[src/rtl/countdown_timer_if.sv]
// Control/status bundle for countdown_timer: the controlling FSM drives the
// master side (load/start/pause/abort), the timer drives the slave side.
interface countdown_timer_if #(
  parameter int unsigned WIDTH = 4
);
  logic             load;
  logic [WIDTH-1:0] load_val;
  logic             start;
  logic             pause;
  logic             abort;
  logic [WIDTH-1:0] count;
  logic             busy;
  logic             done;

  modport master (
    output load, load_val, start, pause, abort,
    input  count, busy, done
  );

  modport slave (
    input  load, load_val, start, pause, abort,
    output count, busy, done
  );
endinterface

[src/rtl/countdown_timer.sv]
// Loadable down-counter with pause/abort and a one-cycle done pulse.
// Define COUNTDOWN_AUTO_RELOAD_EN for periodic auto-reload instead of one-shot.
module countdown_timer #(
  parameter int unsigned WIDTH = 4
) (
  input  logic                clk,
  input  logic                rst,
  countdown_timer_if.slave    tmr
);

  typedef enum logic [1:0] {
    ST_IDLE,
    ST_RUN,
    ST_HOLD
  } state_e;

  state_e           state_q;
  logic [WIDTH-1:0] count_q;
  logic [WIDTH-1:0] reload_q;
  logic             done_q;

  // abort outranks every other control in every state, including IDLE
  always_ff @(posedge clk) begin
    if (!rst) begin
      state_q  <= ST_IDLE;
      count_q  <= '0;
      reload_q <= '0;
      done_q   <= 1'b0;
    end else begin
      done_q <= 1'b0;
      if (tmr.abort) begin
        state_q <= ST_IDLE;
      end else begin
        case (state_q)
          ST_IDLE: begin
            if (tmr.load) begin
              count_q  <= tmr.load_val;
              reload_q <= tmr.load_val;
            end else if (tmr.start && (count_q != '0)) begin
              state_q <= ST_RUN;
            end
          end
          ST_RUN: begin
            if (tmr.pause) begin
              state_q <= ST_HOLD;
            end else if (count_q > WIDTH'(1)) begin
              count_q <= count_q - WIDTH'(1);
            end else begin
              // count is never 0 in RUN, so this is the terminal edge at 1
              done_q <= 1'b1;
`ifdef COUNTDOWN_AUTO_RELOAD_EN
              count_q <= reload_q;
`else
              count_q <= '0;
              state_q <= ST_IDLE;
`endif
            end
          end
          ST_HOLD: begin
            if (!tmr.pause) begin
              state_q <= ST_RUN;
            end
          end
          default: begin
            state_q <= ST_IDLE;
          end
        endcase
      end
    end
  end

  assign tmr.count = count_q;
  assign tmr.busy  = (state_q != ST_IDLE);
  assign tmr.done  = done_q;

endmodule

[src/flat_wrapper.sv]
// flat-port wrapper written by rule: the top's interface ports become plain ports
module countdown_timer_flat 
#(
  parameter int unsigned WIDTH = 4
)
  (clk, rst, tmr_load, tmr_load_val, tmr_start, tmr_pause, tmr_abort, tmr_count, tmr_busy, tmr_done);
  countdown_timer_if #(.WIDTH(WIDTH)) tmr_i ();
  input  logic clk;
  input  logic rst;
  input wire logic [$bits(tmr_i.load)-1:0] tmr_load;
  input wire logic [$bits(tmr_i.load_val)-1:0] tmr_load_val;
  input wire logic [$bits(tmr_i.start)-1:0] tmr_start;
  input wire logic [$bits(tmr_i.pause)-1:0] tmr_pause;
  input wire logic [$bits(tmr_i.abort)-1:0] tmr_abort;
  output wire logic [$bits(tmr_i.count)-1:0] tmr_count;
  output wire logic [$bits(tmr_i.busy)-1:0] tmr_busy;
  output wire logic [$bits(tmr_i.done)-1:0] tmr_done;
  assign tmr_i.load = tmr_load;
  assign tmr_i.load_val = tmr_load_val;
  assign tmr_i.start = tmr_start;
  assign tmr_i.pause = tmr_pause;
  assign tmr_i.abort = tmr_abort;
  assign tmr_count = tmr_i.count;
  assign tmr_busy = tmr_i.busy;
  assign tmr_done = tmr_i.done;
  countdown_timer #(.WIDTH(WIDTH)) u_core (.clk(clk), .rst(rst), .tmr(tmr_i));
endmodule
[config.mk]
export PLATFORM = sky130hd
export DESIGN_NAME = countdown_timer_flat
export DESIGN_NICKNAME = d
export VERILOG_FILES = /design/src/rtl/countdown_timer_if.sv /design/src/rtl/countdown_timer.sv /design/src/flat_wrapper.sv
export SDC_FILE = /design/constraint.sdc
export NUM_CORES = 1
export LEC_CHECK = 0
export CORE_AREA = 4 4 41 43
export CTS_CLUSTER_DIAMETER = 50
export DETAILED_ROUTE_END_ITERATION = 6
export DIE_AREA = 0 0 45 47
export GPL_TIMING_DRIVEN = 1
export PLACE_DENSITY_LB_ADDON = 0.1
export SLEW_MARGIN = 20
export SYNTH_ARGS = -nofsm -noshare
export SYNTH_HDL_FRONTEND = slang
export SYNTH_SLANG_ARGS = --single-unit
export TNS_END_PERCENT = 50
[constraint.sdc]
create_clock -name clk -period 4.05 [get_ports clk]
set_input_delay 0.81 -clock clk [delete_from_list [all_inputs] [get_ports clk]]
set_output_delay 0.81 -clock clk [all_outputs]
set_load 0.01 [all_outputs]
==> key figures <==
Clocking
  – CTS buffer count: 3
  – Count of H-tree levels built during CTS: 1
  – CTS resizes: 0
  – Register clock-pin slew on the reported worst setup and hold paths: 60 ps
  – Clk Latency, worst-skew pair: 260 ps
  – Clock Tree Buf Depth: 2
  – Post-CTS repair timing setup buffer count: 0
  – Number of hold buffers added after cts: 0
  – Clock root buffer: clkbuf_4
  – TritonCTS sink count: 7
  – Clock tree from TritonCTS: built

Setup path
  – Worst Path Max Fanout: 7
  – Worst Reg-to-Reg Cells: 6
  – Depth of the critical timing path with buffers and inverters included: 2
  – Required @ worst endpoint: 3240 ps
  – Data arrival time at the worst-slack endpoint: 1450 ps
  – Crit path buffers/inverters: 1
  – Cell-by-cell trace of the critical path: or2_1 > clkdlybuf4s50_1
  – Launch point of the critical path: u_core.state_q[0]
  – Largest stage delay, worst path: 540 ps
  – Crit start category: register
  – Slowest cell on the critical path: clkdlybuf4s50_1
  – Launch instance of the worst register-to-register path: u_core.tmr.count[0]
  – Crit path max-delay family: buffers and inverters
  – Critical setup path kind: register to output port
  – Nature of the critical path endpoint: output port

Logic synthesis
  – Total standard cell area after synthesis: 454 um^2
  – Count of unique library cells instantiated by Yosys: 26
  – Average footprint of a synthesized cell: 9.27 um^2
  – #FFs+latches synth: 7
  – Seq/Total Area, Yosys: 0.309
  – Synthesized netlist cell count: 49
  – Total number of yosys warnings: 0
  – Net count of the mapped netlist: 62

Min path
  – Worst min path class: register to register
  – Hold Path Stages: 2
  – Worst Hold Launch: u_core.tmr.count[3]

Placed design
  – Total half-perimeter wirelength after legalization and detailed placement: 811 um
  – Worst-case setup slack after placement: 1920 ps
  – RD Place Congestion: 0.763
  – Quantity of I/O buffers inserted on ports: 15

GRT
  – Number of antenna violations at the first check in global routing: 0
  – Overall fraction of global-route tracks in use: 0.114
  – Number of global-route vias before repair: 380
  – Total gr overflow: 0
  – Largest net degree at the start of global routing: 8
  – Global-route wire length before repair: 1700 um

STA
  – Pin slew with the least headroom to its limit: 452 ps
  – Final critical-path required period: 2260 ps
  – Smallest hold slack: 538 ps
  – Worst Skew: 3.57 ps
  – Setup_tns: 0 ps
  – Relative slew slack: 0.698
  – Fraction of the cycle the final worst path needs: 0.557
  – Post-layout worst setup margin: 1790 ps
  – Slew Viols, Final: 0
  – Unrepaired setup endpoints after global routing: false
  – Number of hold-slack violations in the final timing report: 0
  – Total of endpoints with negative setup slack in the final report: 0
  – Maximum clock frequency: 0.443 GHz

Detailed routing
  – Starting DRC count in detailed routing: 7
  – DRT antenna net count: 0
  – Count of TritonRoute iterations in the first routing pass: 3
  – DR vias: 440
  – Avg Vias per Cell: 5.30
  – DRC violations left: 0
  – Post-detailed-route wirelength per cell: 12.7 um
  – Post-detailed-routing wire length: 1050 um

Run
  – Max-cap violation count: 0

Cells and area
  – Relative area change from synthesis to final layout: 43.0%
  – Commonest non-fill, non-tap cells in the layout: clkdlybuf4s50_1 (15), dfxtp_1 (7), inv_1 (5)
  – Count of nets after finishing: 82
  – Antenna diode count: 0
  – Fraction of final layout cells sized beyond drive strength 1: 0.132
  – Most frequent standard cell in the layout excluding fill and tap cells: clkdlybuf4s50_1

Power
  – Power per cell area: 289 nW/um^2
  – Total Power: 188 uW
  – Leak: 0.267 nW
  – Max rail drop VDD: 153 uV

Die
  – Standard-cell row count: 13
  – Die Wd: 45 um
  – I/O Pins: 16
  – Core box area: 1300 um^2
  – Die boundary height: 47 um
  – Die area: 2120 um^2
  – Effective utilization at floorplan: 0.349

Status
  – Outcome: finished, final reports clean
## flip-flops by register name (all words and copies together) (netlist names)
register,flops
u_core.tmr.done,1
u_core.state_q,2
u_core.tmr.count,4
## through the flow
step            util  instance area (um^2)  instances
2_1_floorplan      -                   454         49
3_3_place_gp   0.479                   623         79
3_5_place_dp   0.479                   623         79
4_1_cts        0.499                   649         83
5_1_grt        0.499                   649         83
6_report       0.499                   649         83
## routing by layer
metal | routed length (um) | global-route usage | up-vias
met2 | 470 | 0.155 | 14
li1 | - | - | 222
met3 | 93 | 0.0651 | 3
met1 | 476 | 0.151 | 201
met5 | 0 | 0 | -
met4 | 8 | 0.0351 | 0
## final timing paths
| path | to | slack, ps |
|---|---|---|
| worst min-delay path | u_core.tmr.count[3] | 540 |
| worst max register to register | u_core.tmr.count[0] | 2420 |
| worst max-delay path | tmr_busy | 1790 |
| worst min register to register | u_core.tmr.count[3] | 540 |
## worst reg2reg max path, stage by stage, from the launching register on
cell and delay, ps:
dfxtp_1 360, inv_1 100, ha_1 220, nor2_1 80
o311ai_2 400, o221ai_1 210, o211a_1 160
## Yosys cell counts
cell type	number	area [um^2]
a21boi_4	1	18.8
nor4b_1	1	8.76
nand2_1	1	3.75
xor2_1	1	8.76
o211ai_1	2	15.0
a21o_1	2	15.0
o21ai_0	4	20.0
o221ai_1	1	8.76
a211o_1	1	8.76
nor2_1	4	15.0
and3_1	1	6.26
a2111oi_2	1	15.0
a31oi_1	1	6.26
o211a_1	2	20.0
o31a_1	1	8.76
dfxtp_1	7	140
ha_1	3	37.5
o311ai_2	1	16.3
nand2b_2	2	17.5
nor3_1	2	10.0
a32oi_1	1	8.76
nand3_1	1	5.00
inv_1	5	18.8
or2_1	1	6.26
nor2b_1	1	6.26
a21o_2	1	8.76
## cell families after synthesis
family | Yosys count | synth area share
xor+xnor | 1 | 0.0193
fa+ha+maj | 3 | 0.0827
simple gates | 14 | 0.174
compound gates | 19 | 0.375
buf+inv | 5 | 0.0413
flops | 7 | 0.309
## final cells by class
type                    count  area [um^2]
fillers                   133          652
multi-input cells          37          295
repair buffers             15          150
flip-flops and latches      7          140
clock buffers               4         26.3
inverters                   5         18.8
well taps                  15         18.8
## where the power goes
| group | switching (mW) | internal (mW) |
|---|---|---|
| combinational | 0.0189 | 0.0248 |
| sequential | 0.00540 | 0.0724 |
| clock | 0.0287 | 0.0378 |
| total | 0.0530 | 0.135 |
Power figures use the tool's default switching activity.
==> patch: new RTL, config.mk and constraints unchanged <==
The option `COUNTDOWN_AUTO_RELOAD_EN` is turned on by a define.
--- a/src/rtl/countdown_timer.sv
+++ b/src/rtl/countdown_timer.sv
@@ -1,5 +1,7 @@
 // Loadable down-counter with pause/abort and a one-cycle done pulse.
 // Define COUNTDOWN_AUTO_RELOAD_EN for periodic auto-reload instead of one-shot.
+`define COUNTDOWN_AUTO_RELOAD_EN
+
 module countdown_timer #(
   parameter int unsigned WIDTH = 4
 ) (
Behaviour: not the same (a bounded check fails within 4 cycles, from zero or initial values and one cycle with rst low).
==> patch against the original RTL <==
Routed wire length increased by 34%; sequential power increased by 53%; first-iteration DRC count increased by 130%; design area increased by 32%; sequential cell count increased by 4; area after synthesis increased by 46%; total power increased by 32%; setup slack got worse by 5.1 ps; final cell count increased by 30%; non-clock buffer count unchanged; critical path type unchanged.
==> patch: results (changes against the original RTL) <==
Outcome
  – Status: finished, final reports clean (unchanged)

Setup path
  – R2R depth: 5 (was 6)
  – Crit path DAT: 1450 ps (about the same)
  – Crit Path Max Fanout: 8 (was 7)
  – R2r setup slk: 2350 ps (was 2420 ps)
  – R2r startpoint: u_core.tmr.count[0] (unchanged)
  – Crit path from: u_core.state_q[0] (unchanged)

Global route
  – Vias in the first global route: 541 (was 380)
  – Met3 Resource Use GR: 3.065% (was 6.513%)
  – First-pass GRT wire length: 2.318 mm (was 1.697 mm)
  – Pin count of the biggest net entering global routing: 10 (was 8)
  – Met1 usage: 18.95% (was 15.10%)
  – Initial antenna violation count: 0 (unchanged)
  – Met2 Usage GRT: 24.29% (was 15.54%)
  – GR Util All Layers: 15.59% (was 11.40%)

Drt
  – Post-DR vias/cell: 5.620 (was 5.301)
  – WL per Instance: 13.04 um (was 12.65 um)
  – DR iter-0 viols: 16 (was 7)
  – First drt pass iteration count: 4 (was 3)

Clocking
  – Root Driver: clkbuf_4 (unchanged)
  – Clock transition at path regs: 70 ps
  – Post-CTS sizing: 0 (unchanged)
  – CTS Buffer Depth: 2 (unchanged)
  – CTS Buf Count: 3 (unchanged)

STA
  – Setup TNS: 0 ps (unchanged)
  – Clock Skew: 5.425 ps (was 3.574 ps)
  – Rel. slew slack: 66.26% (was 69.82%)

Min path
  – Hold path start: u_core.reload_q[0] (was u_core.tmr.count[3])
  – Worst Hold Path Cells: 2 (unchanged)
  – Worst min-delay path category: flip-flop to flip-flop (unchanged)
  – Hold Path End: u_core.reload_q[0] (was u_core.tmr.count[3])

Placement
  – Dpl hpwl: 1.074 mm (was 810.5 um)
  – IO buf count: 15 (unchanged)
  – DP Cell Count: 104 (was 79)
  – Final GP Congestion: 0.7877 (was 0.7626)

Synthesis
  – Yosys cell types: 34 (was 26)
  – Yosys Warn Count: 0 (unchanged)
  – Syn nets: 87 (was 62)
  – FFs w/ async S/R, synth: 0% (unchanged)
  – Top cells by area, synth: dfxtp_1 33%, ha_1 5.7%, nand2b_1 4.7%, mux2i_1 4.5%, nor2b_1 3.8% (was dfxtp_1 31%, ha_1 8.3%, o211a_1 4.4%, o21ai_0 4.4%, a21boi_4 4.1%)
  – Post-synth EDFFs: 0 (unchanged)
  – Post-synthesis sequential area ratio: 33.21% (was 30.85%)
  – Synth cell count leaders: 11 x dfxtp_1, 6 x inv_1, 6 x nor2_1 (was 7 x dfxtp_1, 5 x inv_1, 4 x nor2_1, 4 x o21ai_0, 3 x ha_1)
  – Synthesized area per cell: 8.961 sq um (was 9.269 sq um)

Layout
  – Ant diodes: 0 (unchanged)
  – Layout fillers: 121 (was 133)
  – Ratio of cells with drive above 1 in the final layout: 8.602% (was 13.24%)
  – Non-filler cells, final: 108 (was 83)

Power
  – Maximum vdd ir drop: 179.9 uV (was 153.1 uV)
  – Leakage power: 0.3362 nW (was 0.2670 nW)
## patch: changes by cell type after synthesis, sizes merged, moves of 3 or more
cell / unedited run / this run
nor2b: 1 / 5
dfxtp: 7 / 11
mux2i: 0 / 3
nand2b: 2 / 5
a21o: 3 / 0
## patch: worst max-delay path, stage by stage, from the launching register on
cell and delay, ps:
dfxtp_1 500, or2_2 160, clkdlybuf4s50_1 520
## patch: area by class of cell
cell class | instances | share of cell area, %
Clock buffer | 4 | 3.061
Inverter | 6 | 2.624
Multi-Input combinational cell | 57 | 48.98
Sequential cell | 11 | 25.66
Tap cell | 15 | 2.187
Timing Repair Buffer | 15 | 17.49
## patch: worst max path at each step
stage	endpoint	slack (ps)	cells after the start
global placement	u_core.tmr.count[0]	1770	5
detailed placement	u_core.tmr.count[0]	1750	5
global route	tmr_busy	1700	2
CTS	tmr_busy	1790	2
finish	tmr_busy	1790	2
floorplan	u_core.tmr.count[0]	2340	4
## patch: where the power goes
| part | switching [mW] | total (mW) | leakage (nW) | internal (mW) |
|---|---|---|---|---|
| logic | 0.0235 | 0.0528 | 0.231 | 0.0293 |
| registers | 0.00615 | 0.119 | 0.0898 | 0.113 |
| clock network | 0.0388 | 0.0770 | 0.0150 | 0.0382 |
## patch: layer usage
layer | wire length, um | up-vias
met5 | 0 | -
met4 | 40 | 0
met3 | 98 | 4
met2 | 599 | 19
met1 | 670 | 273
li1 | - | 311
## patch: logic make-up (layout without fill, tap and decap cells)
logic type      after synthesis  after routing  synth area share [%]
simple gates                 28             28                 26.79
fa+ha+maj                     3              3                 5.661
flops                        11             11                 33.21
compound gates               23             23                 26.42
buf+inv                       6             25                 3.396
mux                           3              3                 4.528
## patch: per-stage QoR
step           util (%)  total power [mW]  setup WS (ps)  hold WS [ps]  area [sq um]
2_1_floorplan         -            0.1509           2338         470.4         663.1
3_5_place_dp      63.94            0.1744           1753         505.8         832.0
4_1_cts           65.96            0.2508           1787         519.1         858.3
6_report          65.96            0.2490           1788         513.5         858.3
5_1_grt           65.96            0.2630           1704         555.6         858.3
3_3_place_gp      63.94            0.1742           1774         499.3         832.0
